<file path="src/rtl/mdu_pkg.sv">
// Shared definitions for the mult/div unit issue path.
// Op codes 1-6 match the MDU's own MultDivOp encoding.
package mdu_pkg;

   localparam logic [3:0] OP_MULT  = 4'd1;
   localparam logic [3:0] OP_MULTU = 4'd2;
   localparam logic [3:0] OP_DIV   = 4'd3;
   localparam logic [3:0] OP_DIVU  = 4'd4;
   localparam logic [3:0] OP_MTHI  = 4'd5;
   localparam logic [3:0] OP_MTLO  = 4'd6;
   localparam logic [3:0] OP_MFHI  = 4'd7;
   localparam logic [3:0] OP_MFLO  = 4'd8;

   typedef enum logic [1:0] {
      ST_IDLE,
      ST_WAIT_RISE,
      ST_RUN
   } state_t;

   function automatic logic is_muldiv(input logic [3:0] op);
      return (op >= OP_MULT) && (op <= OP_DIVU);
   endfunction

   function automatic logic is_mt(input logic [3:0] op);
      return (op == OP_MTHI) || (op == OP_MTLO);
   endfunction

   function automatic logic is_mdu_class(input logic [3:0] op);
      return (op >= OP_MULT) && (op <= OP_MFLO);
   endfunction

endpackage

</file>
<file path="src/rtl/mdu_watchdog.sv">
// Occupancy watchdog: counts cycles while the MDU is in flight
// and raises a sticky error when the limit is reached.
module mdu_watchdog #(
   parameter int TIMEOUT = 16,
   parameter int CNT_W   = 5
) (
   input  logic clk,
   input  logic reset,
   input  logic clear,
   input  logic active,
   output logic fire,
   output logic err
);

   logic [CNT_W-1:0] wd;

   assign fire = active && (wd == CNT_W'(TIMEOUT));

   always_ff @(posedge clk) begin
      if (reset) begin
         wd  <= '0;
         err <= 1'b0;
      end else begin
         if (clear)
            wd <= '0;
         else if (active && !fire)
            wd <= wd + CNT_W'(1);
         if (fire)
            err <= 1'b1;
      end
   end

endmodule

</file>
<file path="src/rtl/mdu_issue_ctrl.sv">
// E-stage MDU issue controller: issues ops, tracks occupancy,
// stalls D on MDU-class ops and serves mfhi/mflo from shadows.
module mdu_issue_ctrl
   import mdu_pkg::*;
#(
   parameter int TIMEOUT = 16,
   parameter int CNT_W   = 5
) (
   input  logic        clk,
   input  logic        reset,
   input  logic        req,
   input  logic        e_valid,
   input  logic [3:0]  e_op,
   input  logic [31:0] e_rs,
   input  logic [31:0] e_rt,
   input  logic        d_is_mdu,
   input  logic        mdu_busy,
   input  logic [31:0] mdu_hi,
   input  logic [31:0] mdu_lo,
   output logic        mdu_start,
   output logic [3:0]  mdu_op,
   output logic        mdu_write,
   output logic [31:0] mdu_a,
   output logic [31:0] mdu_b,
   output logic        stall_d,
   output logic [31:0] rd_data,
   output logic        err
);

   state_t      state;
   logic [31:0] hi_q;
   logic [31:0] lo_q;
   logic        idle;
   logic        fire;

   assign idle      = (state == ST_IDLE);
   assign mdu_start = idle & e_valid & is_muldiv(e_op) & ~req;
   assign mdu_write = idle & e_valid & is_mt(e_op) & ~req;
   assign mdu_op    = (is_muldiv(e_op) | is_mt(e_op)) ? e_op : 4'd0;
   assign mdu_a     = e_rs;
   assign mdu_b     = e_rt;
   assign stall_d   = d_is_mdu & (~idle | mdu_start);

   always_comb begin
      rd_data = '0;
      unique case (1'b1)
         e_valid && (e_op == OP_MFHI): rd_data = hi_q;
         e_valid && (e_op == OP_MFLO): rd_data = lo_q;
         default:                      rd_data = '0;
      endcase
   end

   mdu_watchdog #(
      .TIMEOUT (TIMEOUT),
      .CNT_W   (CNT_W)
   ) u_wd (
      .clk    (clk),
      .reset  (reset),
      .clear  (mdu_start),
      .active (~idle),
      .fire   (fire),
      .err    (err)
   );

   always_ff @(posedge clk) begin
      if (reset) begin
         state <= ST_IDLE;
         hi_q  <= '0;
         lo_q  <= '0;
      end else begin
         unique case (state)
            ST_IDLE: begin
               if (mdu_start)
                  state <= ST_WAIT_RISE;
               if (mdu_write && e_op == OP_MTHI)
                  hi_q <= e_rs;
               if (mdu_write && e_op == OP_MTLO)
                  lo_q <= e_rs;
            end
            ST_WAIT_RISE: begin
               if (fire)
                  state <= ST_IDLE;
               else if (mdu_busy)
                  state <= ST_RUN;
            end
            ST_RUN: begin
               // a timeout leaves the shadows untouched
               if (fire) begin
                  state <= ST_IDLE;
               end else if (!mdu_busy) begin
                  state <= ST_IDLE;
                  hi_q  <= mdu_hi;
                  lo_q  <= mdu_lo;
               end
            end
            default: state <= ST_IDLE;
         endcase
      end
   end

endmodule

</file>
<file path="config.mk">
export PLATFORM = sky130hd
export DESIGN_NAME = mdu_issue_ctrl
export DESIGN_NICKNAME = d
export VERILOG_FILES = /design/src/rtl/mdu_pkg.sv /design/src/rtl/mdu_watchdog.sv /design/src/rtl/mdu_issue_ctrl.sv
export SDC_FILE = /design/constraint.sdc
export NUM_CORES = 1
export LEC_CHECK = 0
export CAP_MARGIN = 20
export CELL_PAD_IN_SITES_DETAIL_PLACEMENT = 2
export CELL_PAD_IN_SITES_GLOBAL_PLACEMENT = 2
export CORE_MARGIN = 2
export CORE_UTILIZATION = 25
export CTS_CLUSTER_DIAMETER = 80
export DETAILED_ROUTE_END_ITERATION = 16
export GPL_ROUTABILITY_DRIVEN = 0
export GPL_TIMING_DRIVEN = 0
export HOLD_SLACK_MARGIN = 0.08
export MAX_ROUTING_LAYER = met4
export PLACE_DENSITY = 0.92
export SLEW_MARGIN = 40
export SYNTH_ARGS = -nofsm -noshare
export SYNTH_HDL_FRONTEND = slang
export SYNTH_SLANG_ARGS = --single-unit
</file>
<file path="constraint.sdc">
create_clock -name clk -period 7.4 [get_ports clk]
set_input_delay 2.22 -clock clk [delete_from_list [all_inputs] [get_ports clk]]
set_output_delay 2.22 -clock clk [all_outputs]
set_load 0.01 [all_outputs]
</file>
==> metrics <==
largest net degree at the start of global routing=12; DIE AREA=0.0212 sq mm; placed cell areas=0.00740 sq mm; Comb pwr share=19.6%; TritonCTS buffer count=9; Die Width=146 microns; Peak VDD IR=0.125 mV; syn nets=688; drt wl/cell=21.0 microns; cells resized by post-CTS repair=0; synth unique cells=37; vias=5303; leakage dissipation=2.63 nW; ANT nets after route=0; #FFs+latches synth=72; clk root buf=clkbuf_16; final hold viol count=0; Synth warnings=0; CP Class=input port to output pin; Top FF cell, synth=dfxtp_1; initial antenna violation count=1; CP Capture Type=output pin; Final HPWL DP=16400 microns; post-synthesis sequential area ratio=28.8%; total track usage=21.0%; Post-Route WL=21800 microns; final total power=1.08 mW; drt via density=5.12; Data arrival, critical path=4.98 ns; clock network power share=43.8%; top cell type's share of synthesized area=28.8%; Flop pwr share=36.6%; top post-synthesis cells by area=dfxtp_1 29%, mux2i_1 13%, o221ai_1 11%; CTS Buffer Depth=2; Post-CTS Setup Bufs=0; RSZ-0062 raised after global routing=no; CP startpoint kind=input port; first-pass GRT wire length=34100 microns; Die Ht=146 microns; Hold Crit Class=register to register; fmax=0.139 GHz; DRT iter0 DRCs=300; syn avg cell area=9.14 sq um; layout cells sized above 1=14.3%; CORE AREA=0.0196 sq mm; IO Port Bufs=205; Req. time, crit path=5.18 ns; clock sink total=72; Synth Instances=548; Core Rows=51; Synth Cell Area=0.00501 sq mm; Slew Limit Headroom=47.2%; MaxCap Viol Count=0; asr flop ratio synth=0%; Initial Util=25.6%; Final #Nets=904; drt first pass iters=4; max-slew violations=0; post-route DRC violation count=0; crit path time final=7.20 ns; Yosys top cell by area=dfxtp_1; Final setup viols=0; status=finished, final reports clean; number of global-route vias before repair=5795; period utilization=97.3%; total global routing overflow=0; depth of the CTS H-tree=3; Final Cell Area=0.00772 sq mm; final setup TNS=0 ns; Int Power=0.811 mW; Max FO, Critical Path=10; Layout area overhead=54.1%; CTS tree=done; clock-pin slew on the worst setup and hold paths=0.06 ns; Clock Skew=0.00659 ns; pwr/cell area=140 mW/mm^2; EDFF count, synth=0; Psw=0.268 mW; CTS Hold Bufs=0; Ports=242; Least-Margin Pin Slew=0.792 ns; Clock Latency Late Sink=0.35 ns; switching share of power=24.8%
==> stage by stage <==
stage | util, % | worst slack (ns) | instances | hold slack [ns]
CTS | 39.4 | 0.208 | 1034 | 0.489
finish | 39.4 | 0.202 | 1035 | 0.476
global placement | 37.7 | 0.0543 | 1018 | 0.452
detailed placement | 37.8 | 0.212 | 1018 | 0.472
floorplan | - | 1.74 | 548 | 0.465
global route | 39.4 | 0.0723 | 1035 | 0.538
==> cell type report <==
| class | count | area, sq um |
|---|---|---|
| tap | 265 | 332 |
| buffer | 131 | 801 |
| timing repair buffer | 205 | 2050 |
| antenna | 1 | 2.50 |
| sequential | 72 | 1440 |
| clock buffer | 14 | 284 |
| clock inverter | 2 | 35.0 |
| inverter | 5 | 18.8 |
| fill | 2179 | 11900 |
| multi-input combinational | 340 | 2750 |
==> layout by cell type, fill, tap and decap left out, types with 4 or more instances in the layout <==
cell type	count
a22o_1	32
buf_6	6
dfxtp_1	72
nand3_1	4
inv_1	5
mux2i_1	64
clkdlybuf4s50_1	205
o31ai_1	62
o221ai_1	64
o21ai_0	5
a21oi_1	8
buf_4	65
clkbuf_1	37
nor2b_1	65
buf_2	16
buf_1	8
clkbuf_16	9
clkbuf_8	4
==> state kept, by name, summed over array words and instances, names as in the netlist <==
| signal | flops |
|---|---|
| hi_q | 32 |
| lo_q | 32 |
| state | 2 |
| u_wd.err | 1 |
| u_wd.wd | 5 |
==> final timing paths <==
kind / slack [ns] / depth (start not counted) / endpoint / startpoint
worst max-delay path: 0.20 / 6 / rd_data[31] / e_op[3]
worst min-delay path: 0.48 / 2 / u_wd.err$_SDFFE_PP0P_ / u_wd.err$_SDFFE_PP0P_
worst max register to register: 4.94 / 8 / lo_q[27]$_SDFFE_PP0P_ / u_wd.wd[0]$_SDFFE_PP0P_
worst min register to register: 0.48 / 2 / u_wd.err$_SDFFE_PP0P_ / u_wd.err$_SDFFE_PP0P_
==> cells by family (layout without fill, tap and decap cells) <==
group / count (synthesis) / after routing / share of synthesized area, %
fa+ha+maj: 2 / 2 / 0.500
flops: 72 / 72 / 28.8
buf+inv: 136 / 357 / 16.4
other cells: 1 / 2 / 0.0749
compound gates: 181 / 181 / 29.7
mux: 64 / 64 / 12.8
xor+xnor: 1 / 1 / 0.175
simple gates: 91 / 91 / 11.7
==> worst max-delay path: stages <==
cell	delay, ns
clkdlybuf4s50_1	0.67
nand2_1	0.12
nor4_2	0.47
clkbuf_1	0.65
a22o_1	0.28
clkdlybuf4s50_1	0.55
==> metal layers <==
layer / share of wire, % / global-route usage [%] / up-vias
li1: - / - / 2465
met1: 43 / 25.5 / 2626
met2: 49 / 35.5 / 189
met3: 6.4 / 4.83 / 23
met4: 1.3 / 4.85 / 0
met5: 0 / - / -
==> power by group through the flow <==
stage | clock, mW | combinational [mW] | sequential (mW)
3_5_place_dp | 0 | 0.212 | 0.404
6_report | 0.472 | 0.212 | 0.395
2_1_floorplan | 0 | 0.0870 | 0.402
5_1_grt | 0.495 | 0.226 | 0.396
4_1_cts | 0.478 | 0.214 | 0.395
3_3_place_gp | 0 | 0.207 | 0.403
==> synthesized netlist by cell type (2+ instances only) <==
cell type,number
o21a_1,3
o31ai_1,62
nor2b_1,65
o31ai_2,2
clkbuf_1,36
buf_2,16
o21ai_0,5
nand3_1,4
a21oi_1,8
nor2_1,3
buf_4,65
nand4bb_1,3
mux2i_1,64
o221ai_1,64
ha_1,2
buf_6,6
buf_1,8
o22a_4,2
inv_1,5
or3_1,3
nand2_1,3
a22o_1,32
dfxtp_1,72
a211oi_1,2
No activity file was read; power rests on OpenSTA's default activity.
